**config.mk**
```make
export PLATFORM = sky130hd
export DESIGN_NAME = clk_div_gen
export DESIGN_NICKNAME = d
export VERILOG_FILES = /design/src/rtl/clk_div_gen.sv
export SDC_FILE = /design/constraint.sdc
export NUM_CORES = 1
export LEC_CHECK = 0
export CORE_ASPECT_RATIO = 0.8
export CORE_UTILIZATION = 30
export DETAILED_ROUTE_END_ITERATION = 7
export PLACE_DENSITY = 0.5
export SYNTH_ARGS = -nofsm -noshare
export SYNTH_HDL_FRONTEND = slang
export SYNTH_SLANG_ARGS = --single-unit
```
**constraint.sdc**
```tcl
create_clock -name clk -period 5.5 [get_ports clk]
set_clock_uncertainty 0.1 [all_clocks]
set_input_delay 0.825 -clock clk [delete_from_list [all_inputs] [get_ports clk]]
set_output_delay 0.825 -clock clk [all_outputs]
set_load 0.005 [all_outputs]
```
**src/rtl/clk_div_gen.sv**
```systemverilog
`default_nettype none
// ============================================================================
// clk_div_gen : multi-channel programmable clock divider (period/high/phase)
// Rev 1.0
// ============================================================================
module clk_div_gen #(
  parameter int NCH   = 4,
  parameter int CNT_W = 8,
  parameter int SEL_W = 2
) (
  input  logic             clk,
  input  logic             rst_n,
  input  logic [NCH-1:0]   enable,
  input  logic             cfg_we,
  input  logic [SEL_W-1:0] cfg_sel,
  input  logic [CNT_W-1:0] cfg_period,
  input  logic [CNT_W-1:0] cfg_high,
  input  logic [CNT_W-1:0] cfg_phase,
  output logic [NCH-1:0]   clk_out,
  output logic [NCH-1:0]   running
);

  typedef enum logic [1:0] {
    S_IDLE  = 2'd0,
    S_DELAY = 2'd1,
    S_RUN   = 2'd2,
    S_DRAIN = 2'd3
  } state_e;

  // Clamped write values are shared by all channels; only the target latches them.
  logic [CNT_W-1:0] wr_period;
  logic [CNT_W-1:0] wr_high;

  always_comb begin
    wr_period = (cfg_period < CNT_W'(2)) ? CNT_W'(2) : cfg_period;
    wr_high   = (cfg_high == '0) ? CNT_W'(1) : cfg_high;
    if (wr_high >= wr_period) begin
      wr_high = wr_period - CNT_W'(1);
    end
  end

  for (genvar i = 0; i < NCH; i++) begin : g_ch
    state_e           state_q,    state_d;
    logic [CNT_W-1:0] cnt_q,      cnt_d;
    logic [CNT_W-1:0] dcnt_q,     dcnt_d;
    logic [CNT_W-1:0] sh_per_q,   sh_per_d;
    logic [CNT_W-1:0] sh_high_q,  sh_high_d;
    logic [CNT_W-1:0] sh_ph_q,    sh_ph_d;
    logic [CNT_W-1:0] act_per_q,  act_per_d;
    logic [CNT_W-1:0] act_high_q, act_high_d;
    logic             clk_out_q,  clk_out_d;
    logic             wr;
    logic             wrap;

    assign wr   = cfg_we && (cfg_sel == SEL_W'(i));
    assign wrap = (cnt_q == act_per_q - CNT_W'(1));

    always_comb begin
      state_d    = state_q;
      cnt_d      = cnt_q;
      dcnt_d     = dcnt_q;
      clk_out_d  = clk_out_q;
      sh_per_d   = sh_per_q;
      sh_high_d  = sh_high_q;
      sh_ph_d    = sh_ph_q;
      act_per_d  = act_per_q;
      act_high_d = act_high_q;

      if (wr) begin
        sh_per_d  = wr_period;
        sh_high_d = wr_high;
        sh_ph_d   = cfg_phase;
      end

      case (state_q)
        S_IDLE: begin
          act_per_d  = sh_per_q;
          act_high_d = sh_high_q;
          cnt_d      = '0;
          clk_out_d  = 1'b0;
          if (enable[i]) begin
            if (sh_ph_q == '0) begin
              state_d = S_RUN;
            end else begin
              state_d = S_DELAY;
              dcnt_d  = sh_ph_q - CNT_W'(1);
            end
          end
        end
        S_DELAY: begin
          if (!enable[i]) begin
            state_d = S_IDLE;
          end else if (dcnt_q == '0) begin
            state_d = S_RUN;
            cnt_d   = '0;
          end else begin
            dcnt_d = dcnt_q - CNT_W'(1);
          end
        end
        S_RUN, S_DRAIN: begin
          // Output lags the counter by one edge so cnt=0 is the first high cycle.
          clk_out_d = (cnt_q < act_high_q);
          cnt_d     = wrap ? '0 : cnt_q + CNT_W'(1);
          if (wrap) begin
            act_per_d  = sh_per_q;
            act_high_d = sh_high_q;
          end
          if (enable[i]) begin
            state_d = S_RUN;
          end else if ((state_q == S_DRAIN) && wrap) begin
            state_d   = S_IDLE;
            clk_out_d = 1'b0;
          end else begin
            state_d = S_DRAIN;
          end
        end
      endcase
    end

    always_ff @(posedge clk or negedge rst_n) begin
      if (!rst_n) begin
        state_q    <= S_IDLE;
        cnt_q      <= '0;
        dcnt_q     <= '0;
        clk_out_q  <= 1'b0;
        sh_per_q   <= CNT_W'(2);
        sh_high_q  <= CNT_W'(1);
        sh_ph_q    <= '0;
        act_per_q  <= CNT_W'(2);
        act_high_q <= CNT_W'(1);
      end else begin
        state_q    <= state_d;
        cnt_q      <= cnt_d;
        dcnt_q     <= dcnt_d;
        clk_out_q  <= clk_out_d;
        sh_per_q   <= sh_per_d;
        sh_high_q  <= sh_high_d;
        sh_ph_q    <= sh_ph_d;
        act_per_q  <= act_per_d;
        act_high_q <= act_high_d;
      end
    end

    assign clk_out[i] = clk_out_q;
    assign running[i] = (state_q != S_IDLE);
  end

endmodule
`default_nettype wire

```
==> impl_metrics.csv, run 1 <==
group,metric,value,unit
outcome,outcome,"complete, no violations",
grt,grt_max_degree,103,
routing,wirelength,31.57,mm
sta,drv_slew,0,
finish,fin_cells,1907,
job,drv_cap,0,
cts,clock_sinks,236,
power,ir_drop,0.2253,mV
synthesis,synth_cells,1323,
cts,cts_hold_buffers,0,
finish,area_growth,13.61,%
sta,worstMarginPinSlew,1097,ps
sta,layout_min_cycle_time,3600,ps
synthesis,syn_area_per_cell,9.607,um2
routing,ant_nets,0,
routing,wl_per_cell,16.55,um
worst_setup_path,cpPeakStageDelay,480,ps
cts,clkLatencyLatePin,530,ps
die,rows,67,
grt,grt_pass1_vias,9077,
power,power_density,502.8,nW/um2
finish,final_common_cell,"dfrtp_1",
worst_setup_path,slowest_stage,"clkdlybuf4s50_1",
cts,cts_resized,0,
sta,rsz0062_at_grt,"no",
worst_setup_path,critPathMaxFanout,14,
worst_setup_path,end_kind,"flop",
synthesis,synth_top_area_share,43.32,%
power,leakage,6.255,nW
cts,ctsRootBufferMaster,"clkbuf_16",
worst_setup_path,cp-start-kind,"input port",
synthesis,netlist_area,12710,um2
grt,antenna_found_initial,0,
routing,num_vias,9508,
synthesis,ys.flop_type,"dfrtp_1",
placed_design,dp_hpwl,22.30,mm
sta,fmaxAchievable,277.8,MHz
worst_setup_path,path_buf_inv,4,
die,die_w,232.1,um
cts,cts-htree-levels,1,
hold_path,worst_hold_path_type,"in2async",
sta,post-route-period-util,65.45,%
placed_design,place_inst,1863,
routing,wl_met1,16.13,mm
placed_design,io_buffers,40,
synthesis,async_reset_ff_share,100.0,%
routing,drc,0,
sta,relSlewSlack,26.40,%
routing,via_per_inst,4.986,
worst_setup_path,cp.arrival,3880,ps
grt,grt_pass1_wl,50.73,mm
synthesis,ys_top_cells_by_area,"dfrtp_1 43%, nand2_1 6.2%, o21ai_0 5.7%, ha_1 4.8%, mux2_2 4.4%",
finish,antenna_cells,0,
finish,fin_nets,1420,
finish,drive_gt1_share,11.51,%
die,core,41830,um2
sta,setup_tns,0,ps
sta,hold_violations,0,
cts,cts.clk_slew.worst_paths,60,ps
die,initial_core_util,30.38,%
cts,cts_buffers,25,
synthesis,ys_warn_count,0,
cts,tritoncts,"yes",
grt,grt_usage,14.75,%
die,die_area,43200,um2
routing,drt_iter0_markers,461,
cts,post_cts_buffers,0,
synthesis,synth.ff_latch_count,236,
routing,routed-wl-met3,1.283,mm
routing,wl_met2,13.71,mm
routing,dr.max_layer_used,"met4",
synthesis,syn-num-nets,1405,
die,die_h,186.1,um
sta,setup_violations,0,
synthesis,yosysTopAreaCell,"dfrtp_1",
cts,clock_path_buffers,3,
synthesis,ys_types,88,
grt,gr-total-overflow,0,
finish,final_cell_mix,"220 x dfrtp_1, 210 x nand2_1, 145 x o21ai_0",
die,ioPinCount,41,
synthesis,yosysSeqAreaShare,46.62,%
worst_setup_path,critical_path_class,"in2reg",
worst_setup_path,worstPathCellList,"clkdlybuf4s50_1, nor3_1, nand2_1, o31ai_1, buf_4, inv_1, ha_1, nand2b_1, a21o_1, a21oi_1, o31ai_1, buf_4, o21ai_0, o21ai_0",
worst_setup_path,crit_family,"compound AO/OA/AOI/OAI gates",
synthesis,synth_edf_count,0,
worst_setup_path,cp.required,5780,ps
routing,drt-pass1-iter-count,5,
placed_design,routabilityCongestion,0.7961,
## where the power goes
part / switching [mW] / total, mW / internal (mW)
Clock: 0.733 / 1.83 / 1.10
Combinational: 1.29 / 2.49 / 1.20
Sequential: 0.629 / 2.94 / 2.31
## path summary, 6_finish.rpt
path | startpoint | to | slack (ps) | cells after the start
setup reg to reg | g_ch[0].act_per_q[2]$_DFFE_PN0P_ | g_ch[0].act_high_q[1]$_DFFE_PN0P_ | 2310 | 7
setup / recovery | cfg_period[2] | g_ch[0].sh_high_q[4]$_DFFE_PN0P_ | 1900 | 14
hold reg to reg | g_ch[2].dcnt_q[7]$_DFFE_PN0P_ | g_ch[2].dcnt_q[7]$_DFFE_PN0P_ | 380 | 2
min in group clk | g_ch[2].dcnt_q[7]$_DFFE_PN0P_ | g_ch[2].dcnt_q[7]$_DFFE_PN0P_ | 380 | 2
max in group asynchronous | rst_n | g_ch[0].act_per_q[2]$_DFFE_PN0P_ | 3980 | 2
hold / removal | rst_n | g_ch[1].dcnt_q[6]$_DFFE_PN0P_ | 190 | 1
## metal layers
metal	up-vias	global-route usage, %
met4	0	2.737
met2	170	22.54
met3	30	2.604
li1	4698	-
met5	-	0
met1	4610	21.78
## flip-flops by register name (all words and copies together), names as in the netlist
name and cells:
g_ch.act_high_q 32, g_ch.act_per_q 32, g_ch.clk_out_q 4, g_ch.cnt_q 32, g_ch.dcnt_q 32, g_ch.sh_high_q 32, g_ch.sh_per_q 32, g_ch.sh_ph_q 32
g_ch.state_q 8
## through the flow
stage          power (mW)  util, %  setup WS (ps)  instance area [um2]  hold slack, ps
2_1_floorplan       4.807        -           1953                12710           337.4
3_3_place_gp        5.390    32.44           1473                13570           360.3
3_5_place_dp        5.457    32.44           1348                13570           362.1
4_1_cts             7.333    34.52           1907                14440           214.5
5_1_grt             7.802    34.52           1625                14440           244.3
6_report            7.260    34.52           1900                14440           189.5
## logic make-up after synthesis
family	after synthesis	synth area share, %
simple gates	463	16.79
compound gates	305	15.37
flops	236	46.62
buf+inv	130	4.607
mux	87	8.132
xor+xnor	53	3.652
fa+ha+maj	49	4.824
## synth_stat cells (6+ instances only)
master	instances
nor2b_1	8
dfstp_2	16
a22o_1	7
nor3b_1	9
or4_1	8
clkbuf_1	40
a21o_1	8
mux2_2	50
a211oi_1	6
buf_4	7
ha_1	49
dfrtp_1	220
nor2_1	75
nand2b_1	17
nand2_1	210
and3_1	8
nand3b_1	7
xnor2_1	27
mux2i_1	17
a21oi_1	48
xor2_1	26
or3_1	6
nand3_1	34
mux2_4	20
o31ai_1	9
inv_1	68
o21ai_0	145
nor3_1	52
nor4_1	9
## final cells by class
cell class | instances | area, um2
inverters | 68 | 255.2
flip-flops and latches | 236 | 5926
clock buffers | 32 | 671.9
multi-input cells | 957 | 6203
fillers | 4178 | 27390
clock inverters | 12 | 200.2
well taps | 552 | 690.7
repair buffers | 50 | 493.0
No activity file was read; power rests on OpenSTA's default activity.
==> run 2, diff against run 1 <==
- PLACE_DENSITY: 0.5 -> 0.51
- clock period: 5.5 -> 3.2 ns (I/O delays scaled with it)
==> run 2 against run 1 <==
- setup slack lost 1600 ps
- sequential power grew 71%
- register-to-register slack got worse by 1900 ps
- cell count up 2.6%
- routed wire length is 2.4% higher
- largest power group unchanged
- combinational power grew 79%
- clock power rose by 75%
- total power grew 75%
- via count rose by 1.4%
- worst hold slack improved by 190 ps
- critical path depth fell by 1
==> impl_metrics.csv, run 2 (synthesized netlist as in run 1, its figures left out) <==
group,metric,value,unit
job,drv_cap,0,
sta,layout_min_cycle_time,2885,ps
die,die_h,186.1,um
sta,drv_slew,0,
cts,cts-htree-levels,1,
power,power_density,854.7,nW/um2
worst_setup_path,cp.arrival,3190,ps
finish,final_cell_mix,"220 x dfrtp_1, 210 x nand2_1, 145 x o21ai_0",
cts,cts.clk_slew.worst_paths,60,ps
cts,clkLatencyLatePin,530,ps
finish,antenna_cells,0,
power,ir_drop,0.3888,mV
routing,drc,0,
cts,clock_sinks,236,
cts,ctsRootBufferMaster,"clkbuf_16",
finish,area_growth,16.74,%
routing,wirelength,32.33,mm
sta,hold_violations,0,
cts,clock_path_buffers,3,
die,rows,67,
worst_setup_path,end_kind,"flop",
cts,tritoncts,"yes",
placed_design,placed_cell_area,13920,um2
finish,fin_area,14840,um2
routing,num_vias,9641,
finish,drive_gt1_share,14.32,%
grt,antenna_found_initial,0,
die,die_w,232.1,um
placed_design,io_buffers,40,
sta,worstMarginPinSlew,1101,ps
worst_setup_path,critPathMaxFanout,9,
worst_setup_path,cp-start-kind,"input port",
outcome,outcome,"complete, no violations",
routing,drt-pass1-iter-count,5,
routing,ant_nets,0,
worst_setup_path,cp.required,3500,ps
sta,setup_violations,0,
cts,cts_buffers,26,
worst_setup_path,critical_path_class,"in2reg",
placed_design,routabilityCongestion,0.8313,
grt,grt_max_degree,87,
worst_setup_path,r2r_end,"g_ch[0].act_per_q[7]$_DFFE_PN0P_",
hold_path,worst_hold_path_type,"reg2reg",
grt,grt_usage,15.47,%
die,ioPinCount,41,
sta,post-route-period-util,90.16,%
grt,gr-total-overflow,0,
sta,fmaxAchievable,346.6,MHz
finish,final_common_cell,"dfrtp_1",
grt,grt_pass1_wl,53.32,mm
worst_setup_path,r2r-start,"g_ch[0].act_per_q[2]$_DFFE_PN0P_",
sta,relSlewSlack,26.00,%
die,initial_core_util,30.38,%
routing,wl_per_cell,16.53,um
power,leakage,6.506,nW
die,core,41830,um2
hold_path,min_from,"g_ch[3].sh_per_q[3]$_DFFE_PN0P_",
cts,cts_resized,0,
placed_design,dp_hpwl,22.92,mm
routing,via_per_inst,4.929,
grt,grt_pass1_vias,9492,
power,totalPowerFinal,12.68,mW
sta,rsz0062_at_grt,"no",
hold_path,holdPathEnd,"g_ch[3].act_per_q[3]$_DFFE_PN0P_",
hold_path,hold_depth,2,
worst_setup_path,ff2ff_path_depth,8,
finish,fin_nets,1466,
worst_setup_path,r2r_slack,430,ps
die,die_area,43200,um2
routing,drt_iter0_markers,503,
-- run 2: changes by cell type in the layout (fill, tap and decap cells not counted), sizes merged --
cell and delta:
bufinv -1, clkbuf +6, dlygate4sd3 +1, clkinv +1, buf +44, clkinvlp -2
-- run 2: layer usage --
metal,GRT usage [%],vias to the layer above,wire (um)
met1,22.90,4714,16570
li1,-,4769,-
met2,23.84,125,14210
met5,0,-,0
met3,2.359,33,1045
met4,2.868,0,506
-- run 2: worst max path at each step --
stage                   from                          endpoint
6_report       cfg_period[4]  g_ch[2].sh_high_q[7]$_DFFE_PN0P_
5_1_grt        cfg_period[4]  g_ch[3].sh_high_q[7]$_DFFE_PN0P_
4_1_cts        cfg_period[4]  g_ch[2].sh_high_q[7]$_DFFE_PN0P_
3_5_place_dp   cfg_period[4]  g_ch[3].sh_high_q[7]$_DFFE_PN0P_
3_3_place_gp   cfg_period[4]  g_ch[0].sh_high_q[6]$_DFFE_PN0P_
2_1_floorplan  cfg_period[4]  g_ch[1].sh_high_q[1]$_DFFE_PN0P_
-- run 2: layout make-up --
cell class              instances  area (um2)
well taps                     552       690.7
fillers                      4195       26990
multi-input cells             957        6203
clock inverters                10       156.4
repair buffers                 95       858.3
clock buffers                  38       747.0
inverters                      68       255.2
flip-flops and latches        236        5926
-- run 2: worst max-delay path, stage by stage --
cell             delay, ps
clkdlybuf4s50_1        420
nor3_1                 270
nand2_1                110
o31ai_1                290
inv_1                  100
ha_1                   280
nand2b_1               100
a21o_1                 120
a21oi_1                 80
o31ai_2                270
buf_4                  210
mux2i_1                320
o21ai_0                150
-- run 2: timing repair --
item	in CTS	in global routing
hold buffers	1	0
setup endpoints to repair	0	0
buffers inserted	0	0
endpoints found under the hold margin	78	0
-- run 2: per-stage QoR --
step / util [%] / setup slack, ps / instances / setup TNS, ps / hold WS [ps]
floorplan: - / 110.7 / 1323 / 0 / 84.41
global placement: 33.28 / -133.0 / 1907 / -3249 / 361.9
detailed placement: 33.28 / -199.7 / 1907 / -5061 / 370.5
CTS: 35.47 / 345.2 / 1956 / 0 / 383.4
global route: 35.47 / 122.8 / 1956 / 0 / 399.8
finish: 35.47 / 315.0 / 1956 / 0 / 376.3
-- run 2: power by group --
group / total (mW) / internal [mW] / switching [mW]
sequential: 5.03 / 3.97 / 1.06
clock: 3.20 / 1.94 / 1.26
combinational: 4.45 / 2.19 / 2.26
total: 12.7 / 8.11 / 4.58
==> run 3, diff against run 2 <==
- CAP_MARGIN: unset -> 20
- DONT_BUFFER_PORTS: unset -> 1
- PLACE_DENSITY: 0.51 -> 0.5
- clock period: 3.2 -> 2.4 ns (I/O delays scaled with it)
==> run 3 against run 2 <==
- the run now ends with negative hold slack, negative setup slack left
- critical path depth down 4
- worst hold slack worse by 960 ps
- core utilization up 3.5 points
- highest routed layer unchanged
- cell count rose by 5.8%
- cell area increased by 9.8%
- critical endpoint is now g_ch[2].act_per_q[3]$_DFFE_PN0P_
==> impl_metrics.csv, run 3 (synthesized netlist as in run 1, its figures left out) <==
group,metric,value,unit
finish,area_growth,28.22,%
placed_design,io_buffers,0,
grt,grt_pass1_wl,56.53,mm
finish,fillers,4043,
sta,drv_slew,0,
sta,hold_violations,236,
power,leakage,7.304,nW
placed_design,dp_hpwl,24.54,mm
worst_setup_path,slowest_stage,"or4b_4",
cts,cts-htree-levels,1,
power,totalPowerFinal,19.20,mW
grt,antenna_found_initial,4,
routing,via_per_inst,4.880,
worst_setup_path,worstPathCellList,"inv_2, ha_4, nand2b_4, or4b_4, a32oi_2, o2111ai_4, o21ai_4, buf_12, mux2_4",
worst_setup_path,end_kind,"flop",
routing,wl_per_cell,17.37,um
sta,setup_violations,60,
hold_path,worst_hold_path_type,"in2async",
finish,fin_area,16300,um2
finish,multi_input_area,6734,um2
finish,final_common_cell,"dfrtp_1",
routing,drc,0,
sta,post-route-period-util,106.8,%
placed_design,routabilityCongestion,0.8228,
worst_setup_path,path_buf_inv,2,
die,rows,67,
worst_setup_path,cpPeakStageDelay,530,ps
sta,worstMarginPinSlew,815.5,ps
routing,drt_iter0_markers,574,
grt,grt_usage,16.80,%
outcome,outcome,"finished, violations left",
sta,fmaxAchievable,390.3,MHz
die,die_h,186.1,um
finish,final_cell_mix,"219 x dfrtp_1, 199 x nand2_1, 169 x buf_4",
cts,clock_path_buffers,3,
job,drv_cap,0,
die,core,41830,um2
finish,fin_nets,1576,
cts,clock_sinks,236,
sta,whs,-578.9,ps
cts,cts.clk_slew.worst_paths,70,ps
worst_setup_path,cp.arrival,2860,ps
grt,gr-total-overflow,0,
routing,ant_nets,0,
finish,drive_gt1_share,28.04,%
die,die_w,232.1,um
sta,rsz0062_at_grt,"yes",
power,ir_drop,0.4941,mV
finish,fin_cells,2069,
grt,grt_max_degree,237,
cts,tritoncts,"yes",
grt,grt_pass1_vias,9817,
sta,relSlewSlack,45.63,%
worst_setup_path,cp.required,2700,ps
sta,worst_slack,-162.2,ps
die,ioPinCount,41,
routing,drt-pass1-iter-count,7,
cts,cts_buffers,25,
cts,clkLatencyLatePin,530,ps
placed_design,placed_cell_area,14400,um2
outcome,violations,"negative hold slack, negative setup slack",
placed_design,place_inst,1969,
worst_setup_path,cp-start-kind,"flop",
worst_setup_path,critical_path_class,"reg2reg",
sta,layout_min_cycle_time,2562,ps
routing,wirelength,35.93,mm
die,die_area,43200,um2
die,initial_core_util,30.38,%
worst_setup_path,crit_family,"compound AO/OA/AOI/OAI gates",
power,power_density,1178,nW/um2
routing,num_vias,10100,
cts,cts_hold_buffers,18,
finish,layout.area.seq,5927,um2
worst_setup_path,critPathMaxFanout,7,
cts,ctsRootBufferMaster,"clkbuf_16",
==> run 3: changes by cell type in the layout (fill, tap and decap cells not counted), sizes merged <==
cell,before,now
buf,55,185
clkdlybuf4s50,39,0
dlygate4sd3,1,18
diode,0,5
clkbuf,38,34
bufinv,4,6
clkinvlp,1,2
inv,68,69
==> run 3: cell type report <==
type / count / area share [%]
Clock buffer: 31 / 4.284
Clock inverter: 14 / 1.443
Tap cell: 552 / 4.238
Sequential cell: 236 / 36.37
Timing Repair Buffer: 206 / 10.70
Multi-Input combinational cell: 957 / 41.32
Antenna cell: 5 / 0.07678
Inverter: 68 / 1.566
==> run 3: timing repair <==
action,CTS,global route
setup buffers,13,13
pin swaps,9,28
resized for setup,32,97
gates cloned,2,4
hold endpoints to repair,304,236
setup endpoints to repair,62,116
==> run 3: worst paths after layout <==
check / from / end / slack, ps / cells past startpoint
setup / recovery: g_ch[2].act_per_q[0]$_DFFE_PN0P_ / g_ch[2].act_per_q[3]$_DFFE_PN0P_ / -160 / 9
hold / removal: rst_n / g_ch[1].dcnt_q[4]$_DFFE_PN0P_ / -580 / 0
setup reg to reg: g_ch[2].act_per_q[0]$_DFFE_PN0P_ / g_ch[2].act_per_q[3]$_DFFE_PN0P_ / -160 / 9
hold reg to reg: g_ch[3].sh_high_q[0]$_DFFE_PN1P_ / g_ch[3].sh_high_q[0]$_DFFE_PN1P_ / 370 / 2
max in group asynchronous: rst_n / g_ch[2].sh_ph_q[3]$_DFFE_PN0P_ / 2130 / 0
min in group clk: enable[1] / g_ch[1].cnt_q[1]$_DFFE_PN0P_ / 30 / 2
==> run 3: worst register-to-register path, stage by stage, from the launching register on <==
cell	delay (ps)
dfrtp_1	390
inv_2	80
ha_4	140
nand2b_4	50
or4b_4	530
a32oi_2	220
o2111ai_4	180
o21ai_4	260
buf_12	180
mux2_4	310
==> run 3: stage by stage <==
step,util [%],worst slack (ps),TNS (ps)
after global routing,38.95,-214.3,-9606
after floorplan,-,-133.1,-4367
after global placement,34.42,-315.4,-11450
after CTS,37.69,-65.03,-1220
after detailed placement,34.42,-360.2,-12890
final,38.96,-162.2,-3419
==> run 3: power breakdown <==
part           internal, mW  switching [mW]  total [mW]
logic                  4.43            3.96        8.39
registers              5.30            1.10        6.40
clock network          2.72            1.69        4.41
==> run 3: per-layer routing <==
metal / track usage (%) / share of wire (%)
met1: 23.78 / 49
met5: 0 / 0
met4: 5.342 / 2.7
met2: 26.05 / 45
met3: 2.819 / 3.3
